==> config.mk <==
export PLATFORM = sky130hd
export DESIGN_NAME = mod_exp_64
export DESIGN_NICKNAME = d
export VERILOG_FILES = /design/src/rtl/mod_exp_64.sv
export SDC_FILE = /design/constraint.sdc
export NUM_CORES = 1
export LEC_CHECK = 0
export ABC_AREA = 1
export BUFFER_PORTS_ARGS = -buffer_cell sky130_fd_sc_hd__buf_2
export CAP_MARGIN = 15
export CORE_MARGIN = 1
export CORE_UTILIZATION = 25
export CTS_CLUSTER_DIAMETER = 100
export CTS_CLUSTER_SIZE = 16
export DETAILED_ROUTE_END_ITERATION = 6
export PLACE_DENSITY = 0.45
export SYNTH_ARGS = -nofsm -noshare
export SYNTH_HDL_FRONTEND = slang
export SYNTH_SLANG_ARGS = --single-unit
==> constraint.sdc <==
create_clock -name clk -period 13.15 [get_ports clk]
set_clock_uncertainty 0.05 [all_clocks]
set_input_delay 0.6575 -clock clk [delete_from_list [all_inputs] [get_ports clk]]
set_output_delay 0.6575 -clock clk [all_outputs]
set_load 0.05 [all_outputs]
==> src/rtl/mod_exp_64.sv <==
// Left-to-right square-and-multiply computing base^exp mod modulus. The modular
// multiplier is an interleaved shift-add that consumes one operand bit per cycle.
module mod_exp_64 (
  input  logic        clk,
  input  logic        rst,
  input  logic        start_i,
  input  logic [63:0] base_i,
  input  logic [63:0] exp_i,
  input  logic [63:0] mod_i,
  output logic [63:0] key_o,
  output logic        done_o,
  output logic        busy_o
);

  typedef enum logic [2:0] {StIdle, StReduce, StSqr, StMul, StDone} state_e;

  state_e      r_state, w_state_next;
  logic        r_start;
  logic [63:0] r_base, r_exp, r_mod;
  logic [63:0] r_acc, r_r, r_bred, r_key;
  logic [5:0]  r_cnt, r_idx;

  logic        w_accept, w_small, w_last;
  logic [63:0] w_a, w_b, w_t, w_u;
  logic [64:0] w_dbl, w_sum;

  // Operands are captured on the start edge; the FSM reacts one cycle later.
  assign w_accept = start_i && !r_start && (r_state == StIdle || r_state == StDone);
  assign w_small  = (r_mod[63:1] == 63'd0);
  assign w_last   = (r_cnt == 6'd0);

  // One step of acc = (2*acc + b[j]*a) mod m; both partial results stay below m.
  always_comb begin
    w_a = 64'd1;
    w_b = r_base;
    case (r_state)
      StSqr: begin
        w_a = r_r;
        w_b = r_r;
      end
      StMul: begin
        w_a = r_bred;
        w_b = r_r;
      end
      default: ;
    endcase
    w_dbl = {r_acc, 1'b0};
    w_t   = (w_dbl >= {1'b0, r_mod}) ? (w_dbl[63:0] - r_mod) : w_dbl[63:0];
    w_sum = {1'b0, w_t} + (w_b[r_cnt] ? {1'b0, w_a} : 65'd0);
    w_u   = (w_sum >= {1'b0, r_mod}) ? (w_sum[63:0] - r_mod) : w_sum[63:0];
  end

  always_ff @(posedge clk or negedge rst) begin
    if (!rst) r_state <= StIdle;
    else      r_state <= w_state_next;
  end

  always_comb begin
    w_state_next = r_state;
    case (r_state)
      StIdle, StDone: begin
        if (r_start) w_state_next = w_small ? StDone : StReduce;
      end
      StReduce: begin
        if (w_last) w_state_next = StSqr;
      end
      StSqr: begin
        if (w_last) begin
          if (r_exp[r_idx])        w_state_next = StMul;
          else if (r_idx == 6'd0)  w_state_next = StDone;
          else                     w_state_next = StSqr;
        end
      end
      StMul: begin
        if (w_last) w_state_next = (r_idx == 6'd0) ? StDone : StSqr;
      end
      default: w_state_next = StIdle;
    endcase
  end

  always_comb begin
    busy_o = (r_state == StReduce) || (r_state == StSqr) || (r_state == StMul);
    done_o = (r_state == StDone);
    key_o  = r_key;
  end

  always_ff @(posedge clk or negedge rst) begin
    if (!rst) begin
      r_start <= 1'b0;
      r_base  <= 64'd0;
      r_exp   <= 64'd0;
      r_mod   <= 64'd0;
      r_acc   <= 64'd0;
      r_r     <= 64'd0;
      r_bred  <= 64'd0;
      r_key   <= 64'd0;
      r_cnt   <= 6'd0;
      r_idx   <= 6'd0;
    end else begin
      r_start <= w_accept;
      if (w_accept) begin
        r_base <= base_i;
        r_exp  <= exp_i;
        r_mod  <= mod_i;
      end
      case (r_state)
        StIdle, StDone: begin
          if (r_start) begin
            r_acc <= 64'd0;
            r_cnt <= 6'd63;
            r_idx <= 6'd63;
            r_r   <= 64'd1;
            if (w_small) r_key <= 64'd0;
          end
        end
        StReduce, StSqr, StMul: begin
          // r_cnt wraps from 0 back to 63, ready for the next multiply.
          r_cnt <= r_cnt - 6'd1;
          r_acc <= w_last ? 64'd0 : w_u;
          if (w_last) begin
            if (r_state == StReduce) r_bred <= w_u;
            else                     r_r    <= w_u;
            if (w_state_next == StDone) r_key <= w_u;
            if (r_state != StReduce && w_state_next == StSqr) r_idx <= r_idx - 6'd1;
          end
        end
        default: ;
      endcase
    end
  end

endmodule

==> results.py <==
metrics = {
    "placed_design": {
        "hpwlAfterDp_um": 153000,
        "gp_congestion": 1.00,
        "io_buffer_count": 260,
    },
    "min_path": {
        "min_path_type": "primary input to asynchronous set/reset pin",
    },
    "clock_network": {
        "cts_tree": "yes",
        "htreeDepth": 2,
        "numCtsBuffers": 44,
        "clkTransAtPathRegs_ns": 0.08,
        "cts_resized": 0,
        "clock_latency_ns": 0.66,
        "clockBufferDepth": 3,
        "post-cts-setup-buffers": 0,
        "cts_sinks": 464,
        "cts_hold_buf": 0,
        "root_buffer": "clkbuf_16",
    },
    "worst_setup_path": {
        "critPathKind": "flop to flop",
        "cp.required_ns": 13.60,
        "critical-path-max-stage-delay_ns": 0.78,
        "worstPathArrival_ns": 10.87,
        "cp_slowest_cell": "inv_2",
        "worst_setup_path_start_kind": "flop",
        "ff2ff_path_depth": 39,
        "cp_max_fo": 78,
        "worst_path_most_repeated_cell": "nand2_1",
        "endpoint_kind": "flop",
        "rrSetupSlack_ns": 2.73,
    },
    "layout": {
        "fin_nets": 6097,
        "layout_commonest_cell": "nand2_1",
        "layout_common_cells": "nand2_1, inv_1, nor2_1",
        "area.growth.synth_to_final_pct": 13.0,
        "drive_gt1_share_pct": 7.23,
    },
    "die": {
        "io_pins": 261,
        "coreArea_um2": 142000,
        "start_util_pct": 25.2,
        "die-area_um2": 145000,
        "rows": 138,
        "die_w_um": 381,
        "fp.dieH_um": 381,
    },
    "detailed_routing": {
        "drc": 1,
        "wl_per_cell_um": 24.3,
        "drt-pass1-iter-count": 7,
        "routed_wl_um": 186000,
        "drtAntennaViolNets": 0,
        "vias_per_cell": 5.00,
        "first_iter_violations": 3269,
        "vias": 38100,
    },
    "timing": {
        "relSlewSlack_pct": 11.3,
        "fin_crit_sh_pct": 79.2,
        "tightest_slew_ns": 1.32,
        "max_freq_ghz": 0.0960,
        "tns_ns": 0,
        "slew_violations": 0,
        "holdWs_ns": 0.0106,
        "min_period_ns": 10.42,
        "setup_violations": 0,
        "rsz0062_at_grt": "false",
        "finalHoldViolations": 0,
    },
    "grt": {
        "grt_antenna_before_repair": 11,
        "grt_overflow": 0,
        "grt_pass1_wl_um": 263000,
        "grt_pass1_vias": 37400,
        "grt_max_degree": 159,
        "gr-usage-all-layers_pct": 25.0,
    },
    "yosys": {
        "async_reset_ff_share_pct": 100,
        "synth.avg_cell_area_um2": 6.48,
        "ys_seq_area_share_pct": 32.4,
        "synth_edf_count": 0,
        "syn_inst": 5529,
        "ys_types": 49,
        "synth_ff_type": "dfrtp_1",
        "syn_nets": 5921,
        "yosys_warnings": 0,
        "syn_area_um2": 35800,
        "ys_seq_elements": 464,
    },
    "outcome": {
        "violations": "DRC",
        "status": "finished with violations",
    },
    "job": {
        "maxCapViolations": 0,
    },
}
synth_stat cells, types with 2 or more instances:
cell,instances,area (um2)
inv_1,585,2200
clkbuf_1,110,413
buf_1,6,22.5
xnor2_1,72,631
nand2_2,5,31.3
o21a_1,13,97.6
nor2_1,506,1900
or2_2,7,43.8
nor3_1,39,195
o21ai_0,479,2400
and3_1,8,50.1
xor2_1,64,561
fa_1,3,60.1
and2_1,3,18.8
nor4_1,18,113
o21ai_1,38,190
inv_2,6,22.5
a21oi_1,283,1420
dfrtp_1,464,11600
o21bai_1,43,323
nand3b_1,23,173
nand3_2,7,70.1
a21boi_0,7,52.6
nand3_1,383,1920
nand2_1,1921,7210
buf_4,19,143
a211oi_1,3,22.5
ha_1,194,2430
a32oi_1,2,17.5
o22ai_1,12,75.1
o211ai_1,10,75.1
a21o_1,23,173
nor3b_1,2,15.0
a31oi_1,9,56.3
buf_2,34,170
nor2_2,4,25.0
o21ai_2,3,26.3
a211o_1,2,17.5
buf_6,7,78.8
a22oi_1,65,488
nand4_1,36,225
clkinv_1,4,15.0
logic make-up after synthesis:
logic type / share of synthesized area (%)
AOI/OAI and AO/OA: 15.2
adders and majority gates: 6.94
buffers and inverters: 8.56
DFF: 32.4
muxes: 0.0279
and+or+nand+nor: 33.5
xor gates and xnor gates: 3.32
per-stage QoR:
stage / instance area [um2] / util (%) / setup WS [ns] / cells
final: 40500 / 28.5 / 2.73 / 7620
after global routing: 40500 / 28.5 / 2.09 / 7615
after CTS: 40500 / 28.5 / 2.78 / 7614
after detailed placement: 39100 / 27.5 / 2.83 / 7548
after global placement: 39100 / 27.5 / 2.81 / 7547
after floorplan: 35800 / - / 7.38 / 5529
routing by layer:
metal / share of wire [%] / track usage (%) / up-vias
met3: 5.8 / 3.06 / 227
li1: - / - / 18300
met4: 3.9 / 8.76 / 8
met5: 0.025 / 0 / -
met1: 46 / 34.5 / 18400
met2: 45 / 39.9 / 1215
worst max-delay path, delay by kind of cell (launching register included):
family | cells | cell delay [ns]
fa+ha+maj | 3 | 1.29
simple gates | 20 | 2.79
compound gates | 9 | 3.08
xor+xnor | 1 | 0.30
buf+inv | 6 | 2.06
flops | 1 | 0.61
worst paths after layout:
| kind | start | to |
|---|---|---|
| worst max-delay path | r_mod[1]$_DFFE_PN0P_ | r_acc[42]$_DFFE_PN0P_ |
| worst min-delay path | rst | r_base[51]$_DFFE_PN0P_ |
| worst max register to register | r_mod[1]$_DFFE_PN0P_ | r_acc[42]$_DFFE_PN0P_ |
| worst min register to register | key_o[51]$_DFFE_PN0P_ | key_o[51]$_DFFE_PN0P_ |
| max in group asynchronous | rst | key_o[12]$_DFFE_PN0P_ |
| min in group clk | exp_i[0] | r_exp[0]$_DFFE_PN0P_ |
area by class of cell:
| cell class | instances | area, um2 |
|---|---|---|
| fill | 16100 | 101000 |
| multi-input combinational | 4293 | 21200 |
| sequential | 464 | 11600 |
| tap | 1890 | 2360 |
| inverter | 595 | 2240 |
| timing repair buffer | 307 | 1660 |
| clock buffer | 45 | 1100 |
| clock inverter | 21 | 285 |
| antenna | 5 | 12.5 |
sequential cells by signal, indices dropped and copies added (netlist names):
register / count
r_exp: 64
r_idx: 6
r_r: 64
r_acc: 64
r_state: 3
r_cnt: 6
r_bred: 64
r_mod: 64
key_o: 64
r_base: 64
r_start: 1
Power is left out: the tool's default activity adds up to more than one toggle a clock period on the data nets, which glitch-free logic cannot reach.
